--- src/rtl/sobel_ctrl_pkg.sv ---
// Shared types and helpers for the Sobel threshold controller.
package sobel_ctrl_pkg;

    typedef enum logic [1:0] {
        StWaitSof,
        StCount,
        StEval,
        StDone
    } state_t;

    typedef logic [7:0] thr_t;

    // Clamps a signed 10-bit intermediate threshold into [lo, hi]; the extra bits make
    // both overflow above 255 and underflow below 0 land on the correct bound.
    function automatic thr_t thr_clamp(input logic signed [9:0] val, input thr_t lo,
                                       input thr_t hi);
        logic signed [9:0] lo_s;
        logic signed [9:0] hi_s;
        thr_t              res;
        lo_s = $signed({2'b00, lo});
        hi_s = $signed({2'b00, hi});
        if (val < lo_s) begin
            res = lo;
        end else if (val > hi_s) begin
            res = hi;
        end else begin
            res = val[7:0];
        end
        return res;
    endfunction

endpackage

--- src/rtl/sobel_frame_counter.sv ---
// Vsync edge detection plus saturating per-frame pixel and edge-pixel counters.
module sobel_frame_counter #(
    parameter int unsigned CNT_W = 20
) (
    input  logic             clk,
    input  logic             rst_n,
    input  logic             vsync,
    input  logic             href,
    input  logic             edge_bit,
    input  logic             clr,
    input  logic             cnt_en,
    output logic             sof,
    output logic             eof,
    output logic [CNT_W-1:0] pix_cnt,
    output logic [CNT_W-1:0] edge_cnt
);

    localparam logic [CNT_W-1:0] CNT_MAX = '1;

    logic vs_d;

    // Resetting to 1 hides a frame already active at reset release: no SOF fires
    // until vsync has been seen low, and a stray EOF is ignored in WAIT_SOF.
    always_ff @(posedge clk or negedge rst_n) begin
        if (!rst_n) begin
            vs_d <= 1'b1;
        end else begin
            vs_d <= vsync;
        end
    end

    assign sof = vsync & ~vs_d;
    assign eof = ~vsync & vs_d;

    always_ff @(posedge clk or negedge rst_n) begin
        if (!rst_n) begin
            pix_cnt  <= '0;
            edge_cnt <= '0;
        end else if (clr) begin
            pix_cnt  <= '0;
            edge_cnt <= '0;
        end else if (cnt_en && href) begin
            if (pix_cnt != CNT_MAX) begin
                pix_cnt <= pix_cnt + CNT_W'(1);
            end
            if (edge_bit && (edge_cnt != CNT_MAX)) begin
                edge_cnt <= edge_cnt + CNT_W'(1);
            end
        end
    end

endmodule

--- src/rtl/sobel_threshold_ctrl.sv ---
// Frame-synchronous threshold controller for the Sobel detector (adaptive or manual).
// Optional SOBEL_THR_STATS_EN exposes the last evaluated frame's pixel/edge counts.
module sobel_threshold_ctrl
    import sobel_ctrl_pkg::*;
#(
    parameter logic [10:0] IMG_HDISP = 11'd640,
    parameter logic [10:0] IMG_VDISP = 11'd480,
    parameter int unsigned CNT_W     = 20,
    parameter thr_t        THR_INIT  = 8'd64,
    parameter thr_t        THR_MIN   = 8'd16,
    parameter thr_t        THR_MAX   = 8'd240,
    parameter thr_t        THR_STEP  = 8'd4
) (
    input  logic             clk,
    input  logic             rst_n,
    input  logic             post_frame_vsync,
    input  logic             post_frame_href,
    input  logic             post_img_Bit,
    input  logic             auto_en,
    input  logic [7:0]       manual_thr,
    input  logic [CNT_W-1:0] cfg_target_lo,
    input  logic [CNT_W-1:0] cfg_target_hi,
`ifdef SOBEL_THR_STATS_EN
    output logic [CNT_W-1:0] last_edge_cnt,
    output logic [CNT_W-1:0] last_pix_cnt,
`endif
    output logic [7:0]       sobel_threshold,
    output logic             frame_done,
    output logic             frame_err
);

    localparam int unsigned FRAME_PIX = int'(IMG_HDISP) * int'(IMG_VDISP);

    state_t           state;
    thr_t             pending;
    thr_t             pending_nxt;
    logic             sof_pend;
    logic             sof;
    logic             eof;
    logic             cnt_clr;
    logic             cnt_en;
    logic             pix_bad;
    logic [CNT_W-1:0] pix_cnt;
    logic [CNT_W-1:0] edge_cnt;
    logic signed [9:0] thr_up;
    logic signed [9:0] thr_dn;

    // Counters restart whenever a new frame is committed, including the latched-SOF path.
    assign cnt_clr = ((state == StWaitSof) && sof) ||
                     ((state == StDone) && (sof || sof_pend));
    assign cnt_en  = (state == StCount);

    sobel_frame_counter #(
        .CNT_W (CNT_W)
    ) u_counter (
        .clk      (clk),
        .rst_n    (rst_n),
        .vsync    (post_frame_vsync),
        .href     (post_frame_href),
        .edge_bit (post_img_Bit),
        .clr      (cnt_clr),
        .cnt_en   (cnt_en),
        .sof      (sof),
        .eof      (eof),
        .pix_cnt  (pix_cnt),
        .edge_cnt (edge_cnt)
    );

    always_comb begin
        pix_bad     = (32'(pix_cnt) != FRAME_PIX);
        thr_up      = $signed({2'b00, sobel_threshold}) + $signed({2'b00, THR_STEP});
        thr_dn      = $signed({2'b00, sobel_threshold}) - $signed({2'b00, THR_STEP});
        pending_nxt = pending;
        if (pix_bad) begin
            pending_nxt = pending;
        end else if (!auto_en) begin
            pending_nxt = thr_clamp($signed({2'b00, manual_thr}), THR_MIN, THR_MAX);
        end else if (cfg_target_lo > cfg_target_hi) begin
            pending_nxt = pending;
        end else if (edge_cnt > cfg_target_hi) begin
            pending_nxt = thr_clamp(thr_up, THR_MIN, THR_MAX);
        end else if (edge_cnt < cfg_target_lo) begin
            pending_nxt = thr_clamp(thr_dn, THR_MIN, THR_MAX);
        end
    end

    always_ff @(posedge clk or negedge rst_n) begin
        if (!rst_n) begin
            state           <= StWaitSof;
            sobel_threshold <= THR_INIT;
            pending         <= THR_INIT;
            frame_done      <= 1'b0;
            frame_err       <= 1'b0;
            sof_pend        <= 1'b0;
        end else begin
            frame_done <= 1'b0;
            frame_err  <= 1'b0;
            unique case (state)
                StWaitSof: begin
                    if (sof) begin
                        sobel_threshold <= pending;
                        state           <= StCount;
                    end
                end
                StCount: begin
                    if (eof) begin
                        state <= StEval;
                    end
                end
                StEval: begin
                    pending    <= pending_nxt;
                    frame_done <= 1'b1;
                    frame_err  <= pix_bad;
                    if (sof) begin
                        sof_pend <= 1'b1;
                    end
                    state <= StDone;
                end
                StDone: begin
                    sof_pend <= 1'b0;
                    // A short vsync gap may have started the next frame already.
                    if (sof || sof_pend) begin
                        sobel_threshold <= pending;
                        state           <= StCount;
                    end else begin
                        state <= StWaitSof;
                    end
                end
                default: state <= StWaitSof;
            endcase
        end
    end

`ifdef SOBEL_THR_STATS_EN
    always_ff @(posedge clk or negedge rst_n) begin
        if (!rst_n) begin
            last_edge_cnt <= '0;
            last_pix_cnt  <= '0;
        end else if (state == StEval) begin
            last_edge_cnt <= edge_cnt;
            last_pix_cnt  <= pix_cnt;
        end
    end
`else
`endif

endmodule

--- config.mk ---
export PLATFORM = sky130hd
export DESIGN_NAME = sobel_threshold_ctrl
export DESIGN_NICKNAME = d
export VERILOG_FILES = /design/src/rtl/sobel_ctrl_pkg.sv /design/src/rtl/sobel_frame_counter.sv /design/src/rtl/sobel_threshold_ctrl.sv
export SDC_FILE = /design/constraint.sdc
export NUM_CORES = 1
export LEC_CHECK = 0
export BUFFER_PORTS_ARGS = -buffer_cell sky130_fd_sc_hd__buf_2
export CORE_ASPECT_RATIO = 1.75
export CORE_MARGIN = 4
export CORE_UTILIZATION = 48
export CTS_BUF_LIST = sky130_fd_sc_hd__clkbuf_8
export DETAILED_ROUTE_END_ITERATION = 16
export MAX_ROUTING_LAYER = met4
export PLACE_DENSITY = 0.68
export SYNTH_ARGS = -nofsm -noshare
export SYNTH_HDL_FRONTEND = slang
export SYNTH_SLANG_ARGS = --single-unit
--- constraint.sdc ---
create_clock -name clk -period 3.5 [get_ports clk]
set_input_delay 0.7 -clock clk [delete_from_list [all_inputs] [get_ports clk]]
set_output_delay 0.7 -clock clk [all_outputs]
set_load 0.005 [all_outputs]
==> results of run 1 <==
## area by class of cell
type                    instances  area, um2  share of cell area (%)
inverters                      57        214                    3.79
multi-input cells             436       3190                    56.5
well taps                     127        159                    2.82
clock buffers                   9        124                    2.20
clock inverters                 7       50.0                   0.887
repair buffers                 68        353                    6.25
flip-flops and latches         62       1560                    27.6
## per-stage QoR
step                power [mW]  hold slack, ns  util [%]  setup WS [ns]  std cells
global route              2.08           0.315      55.1          0.279        766
global placement          1.37           0.456      53.4          0.274        750
detailed placement        1.39           0.464      53.4          0.133        750
CTS                       1.96           0.300      55.1          0.405        766
finish                    1.94           0.303      55.1          0.427        766
floorplan                 1.19           0.404         -          0.701        567
## cells by family (layout without fill, tap and decap cells)
logic type | count (synthesis) | count (layout) | share of synthesized area (%)
buffers and inverters | 69 | 141 | 5.54
AOI/OAI and AO/OA | 107 | 107 | 14.6
adders and majority gates | 68 | 68 | 17.0
muxes | 21 | 21 | 4.79
DFF | 62 | 62 | 31.0
and+or+nand+nor | 204 | 204 | 20.9
xor gates and xnor gates | 36 | 36 | 6.28
## state kept, by name, indices dropped and copies added (netlist names)
register	flops
u_counter.edge_cnt	20
u_counter.pix_cnt	20
pending	8
sobel_threshold	8
state	2
frame_done	1
frame_err	1
sof_pend	1
u_counter.vs_d	1
## Yosys cell counts, types with 2 or more instances
| master | number |
|---|---|
| o2111ai_1 | 3 |
| nand4_1 | 15 |
| inv_1 | 57 |
| nand2b_1 | 3 |
| or3_1 | 5 |
| a21oi_1 | 34 |
| nor3b_1 | 4 |
| o21a_1 | 2 |
| a41oi_1 | 2 |
| or4b_1 | 2 |
| a211oi_1 | 4 |
| and4_1 | 5 |
| xor2_1 | 21 |
| ha_1 | 68 |
| mux2_2 | 14 |
| dfstp_2 | 3 |
| nor3_1 | 9 |
| and3_1 | 8 |
| nand2_1 | 41 |
| dfrtp_1 | 59 |
| xnor2_1 | 15 |
| mux2i_1 | 6 |
| nor2_1 | 60 |
| buf_2 | 3 |
| a21boi_0 | 2 |
| a22o_2 | 3 |
| clkbuf_1 | 6 |
| nand3_1 | 25 |
| or2_2 | 3 |
| o21ai_0 | 26 |
| and2_1 | 3 |
| nor2b_1 | 7 |
| o221ai_1 | 3 |
| nand3b_1 | 2 |
| o211ai_1 | 8 |
| a22o_1 | 2 |
| nor4_1 | 4 |
## metal layers
metal | up-vias | share of wire [%] | wire length (um) | track usage, %
met2 | 103 | 54 | 6970 | 40.4
met3 | 47 | 3.8 | 483 | 3.93
li1 | 2148 | - | - | -
met4 | 0 | 5.1 | 651 | 12.4
met1 | 2078 | 37 | 4770 | 22.8
met5 | - | 0 | 0 | -
## critical path: cells and delay by family, from the launching register on
family | cells | cell delay [ns]
buffers and inverters | 1 | 0.14
flip-flops | 1 | 0.52
AND/OR/NAND/NOR | 2 | 0.83
multiplexers | 2 | 0.66
AO/OA/AOI/OAI | 3 | 0.43
adder cells (fa/ha/maj) | 1 | 0.38
## report_power, final
part           internal (mW)  switching [mW]  total, mW
sequential             0.772          0.0643      0.837
combinational          0.203           0.333      0.536
clock                  0.257           0.312      0.570
## worst min-delay path by stage
stage,startpoint,to,slack [ns],cells past startpoint
CTS,rst_n,u_counter.edge_cnt[14],0.30,1
global placement,pending[3],sobel_threshold[3],0.46,2
floorplan,rst_n,frame_done,0.40,0
finish,rst_n,u_counter.edge_cnt[14],0.30,1
detailed placement,pending[2],sobel_threshold[2],0.46,2
global route,rst_n,sobel_threshold[5],0.32,1
==> impl_metrics.csv, run 1 <==
group,metric,value,unit
worst_setup_path,worst_setup_path_end_kind,"flop",
worst_setup_path,worst_ep_required_time,3.74,ns
synth,synth_edf_count,0,
pwr,cellLeakagePower,2.79,nW
synth,yosysTopAreaCell,"dfrtp_1",
clock_tree,cts_tree,"yes",
timing,fmax,325,MHz
die,die_w,85.3,um
placed_design,dp_hpwl,10500,um
clock_tree,clk_path_buf_depth,2,
clock_tree,clkLatencyLatePin,0.36,ns
synth,synth_area,0.00502,mm2
synth,synth_ff_type,"dfrtp_1",
worst_setup_path,r2r_end,"pending[4]",
clock_tree,root_buffer,"clkbuf_8",
timing,worst_pin_slew,0.864,ns
timing,setup_viol,0,
worst_setup_path,r2r_slack,0.43,ns
placed_design,gp_congestion,0.886,
synth,yosys_warnings,0,
worst_setup_path,worstSetupStartpointType,"flop",
worst_setup_path,r2r_start,"sobel_threshold[2]",
synth,syn_inst,567,
grt,grt_pass1_wl,21100,um
finish,area_growth,12.5,%
worst_setup_path,rr_worst_depth,9,
finish,diodes,0,
grt,antenna_found_initial,0,
finish,final_cell_mix,"ha_1, buf_2, nor2_1",
clock_tree,post_cts_buffers,0,
min_path,min-delay-path-class,"input pin to async pin",
synth,avgSynthCellArea,8.85,um2
placed_design,dpl_cell_area,0.00547,mm2
finish,fillers,983,
drt,drt_iter0_drc,197,
timing,rsz0062_at_grt,"no",
worst_setup_path,critPathKind,"flop to flop",
die,die_h,143,um
drt,antenna_left,0,
synth,synth_nets,689,
timing,hold_viol,0,
finish,final_common_cell,"ha_1",
grt,grt_pass1_vias,4526,
worst_setup_path,crit_slowest_cell,"or4b_2",
drt,dr.pass1.iters,5,
finish,finalInstanceArea,0.00564,mm2
worst_setup_path,crit_chain,"inv_1, ha_1, or4b_2, nand4_1, a211o_1, o2111ai_1, mux2i_1, a41oi_1, mux2_2",
die,ioPinCount,64,
synth,synth.top_cell.area_share,29.4,%
die,rows,49,
grt,grt_max_degree,43,
clock_tree,ctsResizeCount,0,
synth,synth_seq_cells,62,
die,core-area,0.0102,mm2
clock_tree,clock-sinks,62,
timing,slew_violations,0,
drt,viasPerCell,5.71,
grt,grt_usage,22.5,%
clock_tree,ctsHtreeMaxLevel,3,
finish,finalNetCount,756,
timing,skew,0.0113,ns
clock_tree,cts_inserted_buffers,9,
timing,slew-limit-headroom,42.0,%
pwr,ir_worst_vdd,0.360,mV
synth,yosysSeqAreaShare,31.0,%
pwr,powerDensity,344,mW/mm2
placed_design,portBuffers,63,
finish,drive_gt1_share,19.2,%
timing,tns,0,ns
grt,grt_overflow,0,
drt,drc,0,
clock_tree,clk_pin_slew,0.08,ns
worst_setup_path,crit_path_end,"pending[4]",
drt,wl,12900,um
drt,routedWlPerCell,16.8,um
synth,async_flop_share,100,%
synth,synth_cell_types,67,
timing,finalCriticalPeriod,3.07,ns
drt,via_count,4376,
worst_setup_path,crit_start,"sobel_threshold[2]",
synth,synth_area_leaders,"dfrtp_1, ha_1, nor2_1",
run_status,status,"finished clean",
die,start_util,49.0,%
worst_setup_path,cpPeakStageDelay,0.69,ns
timing,fin_crit_sh,87.8,%
run,maxCapViolCount,0,
die,die_area,0.0122,mm2
worst_setup_path,worstPathArrival,3.32,ns
worst_setup_path,worstPathMaxFanout,9,
clock_tree,ctsHoldBuffers,0,
(Power assumes the default switching activity.)
==> run 2, diff against run 1 <==
--- a/config.mk
+++ b/config.mk
@@ -5,14 +5,13 @@
 export SDC_FILE = /design/constraint.sdc
 export NUM_CORES = 1
 export LEC_CHECK = 0
-export BUFFER_PORTS_ARGS = -buffer_cell sky130_fd_sc_hd__buf_2
 export CORE_ASPECT_RATIO = 1.75
 export CORE_MARGIN = 4
 export CORE_UTILIZATION = 48
 export CTS_BUF_LIST = sky130_fd_sc_hd__clkbuf_8
 export DETAILED_ROUTE_END_ITERATION = 16
+export DONT_BUFFER_PORTS = 1
 export MAX_ROUTING_LAYER = met4
-export PLACE_DENSITY = 0.68
 export SYNTH_ARGS = -nofsm -noshare
 export SYNTH_HDL_FRONTEND = slang
 export SYNTH_SLANG_ARGS = --single-unit
==> run 2 against run 1 <==
Core utilization shrank 2.9 points. Final cell count decreased by 8.2%. Hold slack worse by 0.27 ns. Sequential cell count unchanged. Critical path depth did not move. Combinational power shrank 9.0%. Clock skew barely moved. Die area did not move. Fmax is 1.2% higher.
==> impl_metrics.csv, run 2 (same netlist as run 1, synthesis figures left out) <==
group,metric,value,unit
run_status,status,"finished clean",
finish,final_common_cell,"ha_1",
timing,skew,0.0110,ns
timing,slew_violations,0,
timing,hold_viol,0,
finish,reg_top3,"u_counter.edge_cnt (20), u_counter.pix_cnt (20)",
worst_setup_path,worstPathMaxFanout,9,
grt,grt_pass1_vias,4370,
worst_setup_path,worstSetupStartpointType,"flop",
clock_tree,clk_pin_slew,0.08,ns
placed_design,dp_cells,687,
grt,grt_usage,22.5,%
clock_tree,cts_inserted_buffers,9,
clock_tree,ctsResizeCount,0,
worst_setup_path,crit_chain,"inv_1, ha_1, or4b_2, nand4_1, a211o_1, o2111ai_1, mux2i_1, a41oi_1, mux2_2",
timing,tns,0,ns
worst_setup_path,cpPeakStageDelay,0.62,ns
timing,fmax,329,MHz
timing,setup_viol,0,
pwr,powerDensity,362,mW/mm2
clock_tree,cts_tree,"yes",
timing,slew-limit-headroom,50.0,%
drt,antenna_left,0,
drt,dr.pass1.iters,5,
finish,area_growth,6.46,%
run,maxCapViolCount,0,
finish,finalNetCount,693,
min_path,min-delay-path-class,"input pin to async pin",
finish,diodes,0,
worst_setup_path,worstPathArrival,3.27,ns
clock_tree,clk_path_buf_depth,2,
drt,via_count,4148,
die,ioPinCount,64,
grt,antenna_found_initial,0,
grt,grt_pass1_wl,20800,um
die,die_h,143,um
grt,grt_max_degree,63,
placed_design,dp_hpwl,10400,um
pwr,cellLeakagePower,2.55,nW
timing,finalCriticalPeriod,3.04,ns
drt,wl,12900,um
worst_setup_path,worst_ep_required_time,3.73,ns
pwr,ir_worst_vdd,0.339,mV
timing,fin_crit_sh,86.8,%
worst_setup_path,r2r_slack,0.46,ns
clock_tree,clkLatencyLatePin,0.35,ns
die,start_util,49.0,%
clock_tree,ctsHtreeMaxLevel,3,
finish,final_core_util,52.2,%
placed_design,gp_congestion,0.943,
worst_setup_path,crit_slowest_cell,"or4b_2",
die,die_area,0.0122,mm2
clock_tree,clock-sinks,62,
finish,drive_gt1_share,10.1,%
die,core-area,0.0102,mm2
grt,grt_overflow,0,
worst_setup_path,critPathKind,"flop to flop",
clock_tree,root_buffer,"clkbuf_8",
drt,viasPerCell,5.90,
finish,finalInstanceArea,0.00534,mm2
clock_tree,post_cts_buffers,0,
die,die_w,85.3,um
finish,fin_cells,703,
placed_design,dpl_cell_area,0.00515,mm2
drt,drc,0,
timing,holdWs,0.0368,ns
placed_design,portBuffers,0,
finish,final_cell_mix,"ha_1, nor2_1, inv_1, dfrtp_1, nand2_1",
timing,worst_pin_slew,0.743,ns
timing,rsz0062_at_grt,"no",
clock_tree,ctsHoldBuffers,0,
die,rows,49,
drt,drt_iter0_drc,167,
drt,routedWlPerCell,18.4,um
worst_setup_path,worst_setup_path_end_kind,"flop",
[run 2: path summary, 6_finish.rpt]
| kind | start | endpoint | depth (start not counted) |
|---|---|---|---|
| worst max-delay path | sobel_threshold[2] | pending[4] | 9 |
| worst min-delay path | rst_n | sobel_threshold[2] | 0 |
| worst max register to register | sobel_threshold[2] | pending[4] | 9 |
| worst min register to register | pending[0] | pending[0] | 1 |
| max in group asynchronous | rst_n | u_counter.vs_d | 0 |
| min in group clk | post_frame_vsync | u_counter.vs_d | 0 |
[run 2: metrics by stage]
stage | total power [mW] | setup WS, ns
global placement | 1.33 | 0.447
finish | 1.93 | 0.462
global route | 2.06 | 0.334
floorplan | 1.19 | 0.701
CTS | 1.96 | 0.514
detailed placement | 1.35 | 0.390
[run 2: power by group]
part | leakage [nW] | total, mW | internal (mW) | switching (mW)
Combinational | 1.61 | 0.488 | 0.187 | 0.301
Sequential | 0.845 | 0.841 | 0.773 | 0.0681
Clock | 0.0972 | 0.602 | 0.310 | 0.292
[run 2: cell type report]
class / count / area (um2)
fillers: 967 / 4900
multi-input cells: 436 / 3190
flip-flops and latches: 62 / 1560
inverters: 57 / 214
clock buffers: 12 / 165
well taps: 127 / 159
repair buffers: 5 / 37.5
clock inverters: 4 / 22.5
[run 2: routing by layer]
metal / GRT usage, % / vias up / routed length, um
met2: 41.6 / 96 / 7150
met4: 13.3 / 0 / 679
met5: - / - / 0
met3: 3.06 / 42 / 452
met1: 22.0 / 1987 / 4660
li1: - / 2023 / -
[run 2: critical path: cells and delay by family (launching register included)]
kind / cells / cell delay [ns]
AOI/OAI and AO/OA: 3 / 0.44
adders and majority gates: 1 / 0.39
buffers and inverters: 1 / 0.19
DFF: 1 / 0.53
muxes: 2 / 0.64
and+or+nand+nor: 2 / 0.74
